### config.mk
export PLATFORM = sky130hd
export DESIGN_NAME = seg_scan_sched
export DESIGN_NICKNAME = d
export VERILOG_FILES = /design/src/rtl/seg_pkg.sv /design/src/rtl/hex7seg.sv /design/src/rtl/seg_scan_sched.sv
export SDC_FILE = /design/constraint.sdc
export NUM_CORES = 1
export LEC_CHECK = 0
export CAP_MARGIN = 25
export CORE_MARGIN = 3
export CORE_UTILIZATION = 50
export DETAILED_ROUTE_END_ITERATION = 8
export PLACE_DENSITY = 0.76
export SETUP_SLACK_MARGIN = 0.5
export SYNTH_ARGS = -nofsm -noshare
export SYNTH_HDL_FRONTEND = slang
export SYNTH_SLANG_ARGS = --single-unit
### constraint.sdc
create_clock -name clk -period 2.4 [get_ports clk]
set_input_delay 0.36 -clock clk [delete_from_list [all_inputs] [get_ports clk]]
set_output_delay 0.36 -clock clk [all_outputs]
set_load 0.02 [all_outputs]
### src/rtl/seg_pkg.sv
// rtl/seg_pkg.sv - shared state encoding and segment constants for seg_scan_sched
package seg_pkg;

  typedef enum logic {
    BLANK = 1'b0,
    SHOW  = 1'b1
  } state_t;

  localparam logic [6:0] SEG_BLANK = 7'h7F;
  localparam logic [3:0] ANODE_OFF = 4'hF;

  // Active-low {g,f,e,d,c,b,a} patterns for hex digits 0..F
  localparam logic [6:0] HEX_SEG [16] = '{
    7'h40, 7'h79, 7'h24, 7'h30, 7'h19, 7'h12, 7'h02, 7'h78,
    7'h00, 7'h10, 7'h08, 7'h03, 7'h46, 7'h21, 7'h06, 7'h0E
  };

endpackage

### src/rtl/hex7seg.sv
// rtl/hex7seg.sv - combinational nibble to active-low 7-segment decode with blanking
module hex7seg
  import seg_pkg::*;
(
  input  logic [3:0] nibble,
  input  logic       blank,
  output logic [6:0] seg
);

  assign seg = blank ? SEG_BLANK : HEX_SEG[nibble];

endmodule

### src/rtl/seg_scan_sched.sv
// rtl/seg_scan_sched.sv - 4-digit 7-seg scan scheduler with frame-aligned double buffering
// Optional SEG_DIMMING_EN adds a bright[2:0] port that gates anode on-time within each slot.
module seg_scan_sched
  import seg_pkg::*;
#(
  parameter int TICK_DIV  = 100000,
  parameter int BLANK_CYC = 16,
  parameter int LZ_SUPP   = 1
) (
  input  logic        clk,
  input  logic        rst,
  input  logic        load,
  input  logic [15:0] digits_in,
  input  logic [1:0]  dp_sel,
  input  logic        dp_en,
`ifdef SEG_DIMMING_EN
  input  logic [2:0]  bright,
`endif
  output logic [3:0]  anode,
  output logic [6:0]  seg,
  output logic        dp,
  output logic        pending,
  output logic        frame_done
);

  // At least 8 bits so the dimming compare on cnt[7:5] is always in range
  localparam int CW = ($clog2(TICK_DIV) > 8) ? $clog2(TICK_DIV) : 8;
  localparam logic [CW-1:0] CNT_LAST  = CW'(TICK_DIV - 1);
  localparam logic [CW-1:0] BLANK_END = CW'(BLANK_CYC - 1);

  state_t         state, state_n;
  logic [CW-1:0]  cnt, cnt_n;
  logic [1:0]     idx, idx_n;
  logic [15:0]    shadow_d, active_d;
  logic [1:0]     shadow_sel, active_sel;
  logic           shadow_en, active_en;
  logic           boundary;
  logic [3:0]     nibble;
  logic           zero_above, dp_above, dp_hit, lz_blank;
  logic [6:0]     seg_dec, seg_n;
  logic [3:0]     anode_n;
  logic           dp_n;
`ifdef SEG_DIMMING_EN
  logic [2:0]     bright_q;
`endif

  assign boundary = (state == SHOW) && (cnt == CNT_LAST) && (idx == 2'd3);

  assign nibble     = 4'(active_d >> {idx, 2'b00});
  assign zero_above = (active_d >> {idx, 2'b00}) == 16'h0000;
  assign dp_hit     = active_en && (active_sel == idx);
  assign dp_above   = active_en && (active_sel >= idx);
  assign lz_blank   = (LZ_SUPP != 0) && (idx != 2'd0) && zero_above && !dp_above;

  hex7seg u_hex7seg (
    .nibble (nibble),
    .blank  (lz_blank),
    .seg    (seg_dec)
  );

  always_comb begin
    state_n = state;
    cnt_n   = cnt + 1'b1;
    idx_n   = idx;
    case (state)
      BLANK: if (cnt == BLANK_END) state_n = SHOW;
      SHOW: begin
        if (cnt == CNT_LAST) begin
          state_n = BLANK;
          cnt_n   = '0;
          idx_n   = idx + 2'd1;
        end
      end
      default: state_n = BLANK;
    endcase
  end

  // Outputs are computed from the next state so they switch on the same edge as the FSM
  always_comb begin
    anode_n = ANODE_OFF;
    seg_n   = SEG_BLANK;
    dp_n    = 1'b1;
    if (state_n == SHOW) begin
      anode_n = ~(4'b0001 << idx_n);
      seg_n   = seg_dec;
      dp_n    = ~dp_hit;
`ifdef SEG_DIMMING_EN
      if (cnt_n[7:5] > bright_q) anode_n = ANODE_OFF;
`endif
    end
  end

  always_ff @(posedge clk or posedge rst) begin
    if (rst) begin
      state      <= BLANK;
      cnt        <= '0;
      idx        <= 2'd0;
      anode      <= ANODE_OFF;
      seg        <= SEG_BLANK;
      dp         <= 1'b1;
      frame_done <= 1'b0;
      pending    <= 1'b0;
      shadow_d   <= 16'h0000;
      shadow_sel <= 2'd0;
      shadow_en  <= 1'b0;
      active_d   <= 16'h0000;
      active_sel <= 2'd0;
      active_en  <= 1'b0;
`ifdef SEG_DIMMING_EN
      bright_q   <= 3'd0;
`endif
    end else begin
      state      <= state_n;
      cnt        <= cnt_n;
      idx        <= idx_n;
      anode      <= anode_n;
      seg        <= seg_n;
      dp         <= dp_n;
      frame_done <= boundary;
      if (load) begin
        shadow_d   <= digits_in;
        shadow_sel <= dp_sel;
        shadow_en  <= dp_en;
      end
      // A load on the boundary edge keeps the new word pending while the old shadow commits
      if (load) pending <= 1'b1;
      else if (boundary) pending <= 1'b0;
      if (boundary && pending) begin
        active_d   <= shadow_d;
        active_sel <= shadow_sel;
        active_en  <= shadow_en;
      end
`ifdef SEG_DIMMING_EN
      if (boundary) bright_q <= bright;
`endif
    end
  end

endmodule

==> out/metrics.cfg <==
[cells_and_area]
final_common_cell = dfrtp_1
fin_cells = 414
layout_common_cells = dfrtp_1 (56), clkdlybuf4s50_1 (35), buf_4 (24), mux2_2 (22), mux2_4 (19)
syn_to_final_growth_pct = 35.4
final_layout_size_suffix_gt1_share_pct = 38.6
stdcell_area_um2 = 4510
fin_nets = 366
num_antenna_cells = 0

[grt]
grt_pass1_wl_um = 11600
grt_overflow = 0
grtUsageTotal_pct = 20.4
antenna_found_initial = 0
grt_pass1_vias = 2300
grt_max_degree = 28

[clock_tree]
cts_tree = done
clk_latency_ps = 350
hold_buffers = 0
clk_pin_slew_ps = 70
cts.sinks = 72
numCtsBuffers = 9
h-tree-depth = 3
cts-root-buf = clkbuf_8
cts.path.max_buffers = 2

[timing]
tightest_slew_ps = 799
hold_violations = 0
fin_crit_ps = 2010
setup_ws_ps = 386
fin_tns_setup_ps = 0
maxSlewHeadroom_pct = 46.4
fin_skew_ps = 11.6
final_max_slew_viol_count = 0
final-setup-viol-count = 0
fin_crit_sh_pct = 83.9
max_freq_mhz = 496
grt_setup_unrepaired = true

[setup_path]
crit_type = reg -> reg
cp_common_cell = and3_4
worst-path-buf-inv = 2
worstPathCellList = ha_2 -> and3_4 -> nand3_4 -> nor3_4 -> and3_4 -> buf_4 -> buf_16 -> mux2_4
worstPathRequired_ps = 2630
path_delay_family = simple AND/OR/NAND/NOR gates
startpoint_type = flop
rrSetupSlack_ps = 390
path_max_fanout = 5
cp.arrival_ps = 2250
critPathMaxStageDelay_ps = 360
cp_slowest_cell = dfrtp_1
worstSetupEndpointType = flop
reg2reg_to = active_d[8]
r2r_start = cnt[0]
rr_worst_depth = 8

[power_and_ir_drop]
peakVddDrop_v = 0.000411
p_per_area_nw_per_um2 = 539
p_leak_nw = 1.95
p_total_mw = 2.43

[logic_synthesis]
syn-cell-area_um2 = 3330
synth-edff-count = 0
synth_top_cell_by_area = dfrtp_1
synth_cell_type_count = 44
yosys_warnings = 0
ys_seq_area_share_pct = 54.6
synth_nets = 295
syn_avg_cell_area_um2 = 12.7
synthCells = 262
synth_seq_cells = 72
yosys-top-cells-area = dfrtp_1 (45%), mux2_2 (10%), dfstp_2 (9.5%), ha_1 (4.1%), mux2_1 (3.4%)
async_reset_ff_share_pct = 100
ys.flop_type = dfrtp_1
yosysTopAreaCellShare_pct = 45.1

[route]
route.detailed.drc = 0
drt_first_pass_iters = 5
routed_wl_um = 7390
wl_per_cell_um = 17.9
drt_iter0_drc = 162
vias = 2349
antenna_left = 0
avgViaCountPerCell = 5.67

[die]
rows = 29
design.die.area_um2 = 7670
start_util_pct = 52.1
io_pins = 36
dieWidth_um = 87.6
core_area_um2 = 6390
die_y_um = 87.6

[placed_design]
dp_hpwl_um = 4600
pre_cts_ws_ps = 258
place_area_um2 = 3920
port_buffers = 35
post-place-cells = 374
gp_congestion = 0.894

[min_path]
hp-class = in -> async

[run]
maxCapViolCount = 0

[status]
status = finished, final reports clean

[Yosys cell counts, types with 2 or more instances]
master     n
and3_1     7
inv_1      8
mux2i_1    5
nand2b_1   2
clkbuf_1   4
ha_1      11
nor2b_1    5
mux4_2     3
nand2_1   15
o21ai_0    9
xor2_1     6
mux2_1    10
nor4_1     7
nor2_1    10
nand4_1    2
nand3_1   14
dfstp_2   12
buf_6      2
xnor2_1    8
dfrtp_1   60
o211ai_1   7
mux2_2    31
nor3_1     3
[where the power goes]
| group | internal (mW) | total (mW) | switching [mW] | leakage, nW |
|---|---|---|---|---|
| combinational | 0.0658 | 0.109 | 0.0430 | 0.955 |
| sequential | 1.25 | 1.26 | 0.0186 | 0.888 |
| clock | 0.607 | 1.05 | 0.446 | 0.108 |
| total | 1.92 | 2.43 | 0.508 | 1.95 |
[sequential cells by signal, summed over array words and instances, names as in the netlist]
| signal | cells |
|---|---|
| shadow_d | 16 |
| shadow_en | 1 |
| frame_done | 1 |
| dp | 1 |
| state | 1 |
| active_sel | 2 |
| cnt | 17 |
| active_en | 1 |
| seg | 7 |
| anode | 4 |
| shadow_sel | 2 |
| pending | 1 |
| active_d | 16 |
| idx | 2 |
[routing by layer]
| layer | vias up | global-route usage (%) | wire, um |
|---|---|---|---|
| li1 | 1078 | - | - |
| met1 | 1155 | 25.8 | 2990 |
| met2 | 92 | 32.3 | 3700 |
| met3 | 24 | 4.80 | 443 |
| met4 | 0 | 11.4 | 258 |
| met5 | - | 0 | 0 |
[worst max path at each step]
stage | startpoint | to | slack, ps | cells after the start
floorplan | idx[0] | seg[1] | 340 | 9
global placement | idx[1] | seg[2] | 360 | 8
detailed placement | idx[1] | seg[2] | 260 | 8
CTS | idx[1] | seg[2] | 380 | 7
global route | idx[0] | seg[4] | 300 | 8
finish | cnt[0] | active_d[8] | 390 | 8
[cell families (layout without fill, tap and decap cells)]
logic type / count (synthesis) / count (layout) / share of synthesized area, %
AOI/OAI and AO/OA: 25 / 25 / 5.04
DFF: 72 / 72 / 54.6
and+or+nand+nor: 73 / 73 / 12.2
adders and majority gates: 11 / 11 / 4.14
buffers and inverters: 17 / 92 / 2.52
xor gates and xnor gates: 14 / 14 / 3.69
muxes: 50 / 50 / 17.8
[per-stage QoR]
stage | hold WS [ps] | util, %
floorplan | 427 | -
global placement | 453 | 61.4
detailed placement | 452 | 61.4
CTS | 426 | 67.9
global route | 438 | 70.6
finish | 427 | 70.6
[cell type report]
type / instances / area (um2)
clock buffer: 10 / 138
inverter: 9 / 42.5
tap: 77 / 96.3
fill: 426 / 1880
clock inverter: 5 / 81.3
sequential: 72 / 1820
multi-input combinational: 173 / 1600
timing repair buffer: 68 / 722
[timing repair]
item | 4_1_cts | 5_1_grt
setup buffers | 10 | 12
gates cloned | 2 | 1
pin swaps | 6 | 9
resized for setup | 14 | 12
endpoints found under the hold margin | 0 | 0
setup endpoints to repair | 26 | 32
(Power assumes the default switching activity.)
==> variant (same settings) <==
Put one more register stage on the output `anode`, with the module's reset. The value now appears one clock later. The other outputs are not delayed to match.
--- a/src/rtl/seg_scan_sched.sv
+++ b/src/rtl/seg_scan_sched.sv
@@ -27,6 +27,8 @@
   localparam int CW = ($clog2(TICK_DIV) > 8) ? $clog2(TICK_DIV) : 8;
   localparam logic [CW-1:0] CNT_LAST  = CW'(TICK_DIV - 1);
   localparam logic [CW-1:0] BLANK_END = CW'(BLANK_CYC - 1);
+
+  logic [3:0] anode_s0;
 
   state_t         state, state_n;
   logic [CW-1:0]  cnt, cnt_n;
@@ -95,7 +97,7 @@
       state      <= BLANK;
       cnt        <= '0;
       idx        <= 2'd0;
-      anode      <= ANODE_OFF;
+      anode_s0   <= ANODE_OFF;
       seg        <= SEG_BLANK;
       dp         <= 1'b1;
       frame_done <= 1'b0;
@@ -113,7 +115,7 @@
       state      <= state_n;
       cnt        <= cnt_n;
       idx        <= idx_n;
-      anode      <= anode_n;
+      anode_s0   <= anode_n;
       seg        <= seg_n;
       dp         <= dp_n;
       frame_done <= boundary;
@@ -136,5 +138,13 @@
     end
   end
 
+  always_ff @(posedge clk or posedge rst) begin
+    if (rst) begin
+      anode <= '0;
+    end else begin
+      anode <= anode_s0;
+    end
+  end
+
 endmodule
 
Check against the original RTL: not equivalent (a bounded check fails within 4 cycles, from zero or initial values and one cycle with rst high).
==> variant against the unedited design <==
Cell area is 0.67% lower. Sequential power is 6% higher. Clock power is 4% lower. Synthesized area is 4.4% higher. Total power is 0.87% higher. Wire length is 12% lower. Sequential cell count is 4 higher. Worst setup slack worse by 22 ps. Synthesized cell count is 0.76% higher. Via count is 3.4% lower. Largest cell class unchanged. Highest routed layer unchanged.
==> variant: results (changes against the unedited design) <==
Outcome:
- The run finished with clean final reports.

Routing:
- The number of DRC markers after the initial detailed-route iteration is 59 (-64%).
- The met1 layer wirelength in the final routing is 2860 µm (-4.5%).
- The average via count per standard cell was 5.49 (-3.2%).
- The wire length on met3 is 241 µm (-46%).
- The number of iterations in the first detailed-routing pass is 4 (-1).
- The detailed-routed wire length on met2 is 3340 µm (-9.6%).

Layout:
- The number of filler instances in the final layout is 464 (+8.9%).
- In the final layout, the registers with the most flip-flops are cnt: 17 flops, active_d: 16 flops, shadow_d: 16 flops.
- The final net count came to 364 (-0.55%).
- The fraction of final layout cells with drive strength greater than 1 came to 37.2% (-1.4 points).

Synth:
- The number of distinct standard cells referenced by the synthesized netlist was 46 (+4.5%).
- The net count after synthesis is 297 (+0.68%).
- The fraction of synthesized cell area in xor and xnor cells is 3.53% (-0.16 points).
- Sorting the synthesized cells by area gives the leading types as sky130_fd_sc_hd__dfrtp_1, sky130_fd_sc_hd__mux2_2, sky130_fd_sc_hd__dfstp_2.
- The synthesized-area fraction occupied by adder cells is 3.96% (-0.18 points).
- The sequential fraction of the synthesis area is 55.2% (+0.56 points).
- By count the netlist is led by sky130_fd_sc_hd__dfrtp_1, sky130_fd_sc_hd__mux2_2, sky130_fd_sc_hd__nand4_1, sky130_fd_sc_hd__dfstp_2, sky130_fd_sc_hd__inv_1.
- The share of cell area taken by muxes after synthesis was 17.7% (-0.11 points).
- The complex-gate fraction of the synthesized area is 3.56% (-1.5 points).
- The fraction of registers with async set or reset after synthesis is 100% (unchanged).

Power and ir drop:
- The reported leakage power is 1.94 nW (-0.33%).
- The largest voltage drop on the vdd net came to 0.576 mV (+40%).

Global route:
- The global-route wire length before repair came to 10,700 µm (-7.5%).
- The number of global-route vias before repair is 2,252 (-2.1%).
- The largest net degree at the start of global routing came to 30 (+7.1%).
- The global-route usage over all layers is 18.0% (-2.4 points).

Timing:
- The slew at the pin with the worst max-slew slack is 629 ps (-169 ps).
- The clock skew after layout is 6.56 ps (-5.03 ps).

Place:
- The post-place setup slack is 170 ps (-88.0 ps).
- The global placer's final weighted congestion is 0.859 (-3.8%).

Worst setup path:
- The kind of cell with the highest combined delay along the critical path is multiplexers.
- The slowest stage cell on the critical path is sky130_fd_sc_hd__mux4_2.
- The peak per-stage delay on the critical path is 560 ps (+200 ps).
- The endpoint arrival time on the critical path was 2320 ps (+70 ps).
- The maximum fanout encountered on the critical timing path is 7 (+2).

Hold path:
- The path class of the lowest-slack min-delay path is reg2reg.
## variant: per-layer routing
layer | vias to the layer above | global-route usage, %
li1 | 1085 | -
met1 | 1127 | 21.8
met2 | 47 | 30.1
met3 | 9 | 6.18
met4 | 0 | 5.95
met5 | - | 0
## variant: final cells by class
type	instances	area, µm²	share of cell area [%]
flip-flops and latches	76	1920	42.9
inverters	12	51.3	1.15
well taps	77	96.3	2.15
clock buffers	13	169	3.77
multi-input cells	166	1560	34.8
repair buffers	66	637	14.2
clock inverters	3	45.0	1.01
## variant: kinds of logic (layout without fill, tap and decap cells)
logic type | after synthesis | in the layout
XOR/XNOR | 14 | 14
AO/OA/AOI/OAI | 17 | 17
AND/OR/NAND/NOR | 73 | 73
adder cells (fa/ha/maj) | 11 | 11
buffers and inverters | 22 | 94
flip-flops | 76 | 76
multiplexers | 51 | 51
## variant: metrics by stage
step                cell area, µm²  instances  hold slack, ps
global route                  4480        413             400
detailed placement            4020        375             382
floorplan                     3530        264             379
CTS                           4410        406             392
finish                        4480        413             391
global placement              4020        375             380
## variant: path summary, 6_finish.rpt
check                      depth (start not counted)  slack [ps]   startpoint       end
setup / recovery                                   7         360       idx[0]    seg[4]
hold / removal                                     0         390  anode_s0[1]  anode[1]
setup reg to reg                                   7         360       idx[0]    seg[4]
hold reg to reg                                    0         390  anode_s0[1]  anode[1]
max in group asynchronous                          3        1350          rst   cnt[14]
min in group asynchronous                          2         440          rst   pending
## variant: worst reg2reg max path: cells and delay by family (launching register included)
kind                     cells  cell delay [ps]
multiplexers                 1              570
AND/OR/NAND/NOR              2              310
flip-flops                   1              430
AO/OA/AOI/OAI                2              450
adder cells (fa/ha/maj)      1              120
buffers and inverters        1               90
## variant: report_power, final
| group | switching (mW) | internal, mW |
|---|---|---|
| sequential | 0.0180 | 1.31 |
| clock | 0.444 | 0.566 |
| combinational | 0.0419 | 0.0652 |
| total | 0.504 | 1.94 |
## variant: timing repair
action                     4_1_cts  5_1_grt
cloned                           2        0
pin swaps                        6        8
resized for setup               10        8
setup endpoints to repair       33       28
buffers inserted                13        7
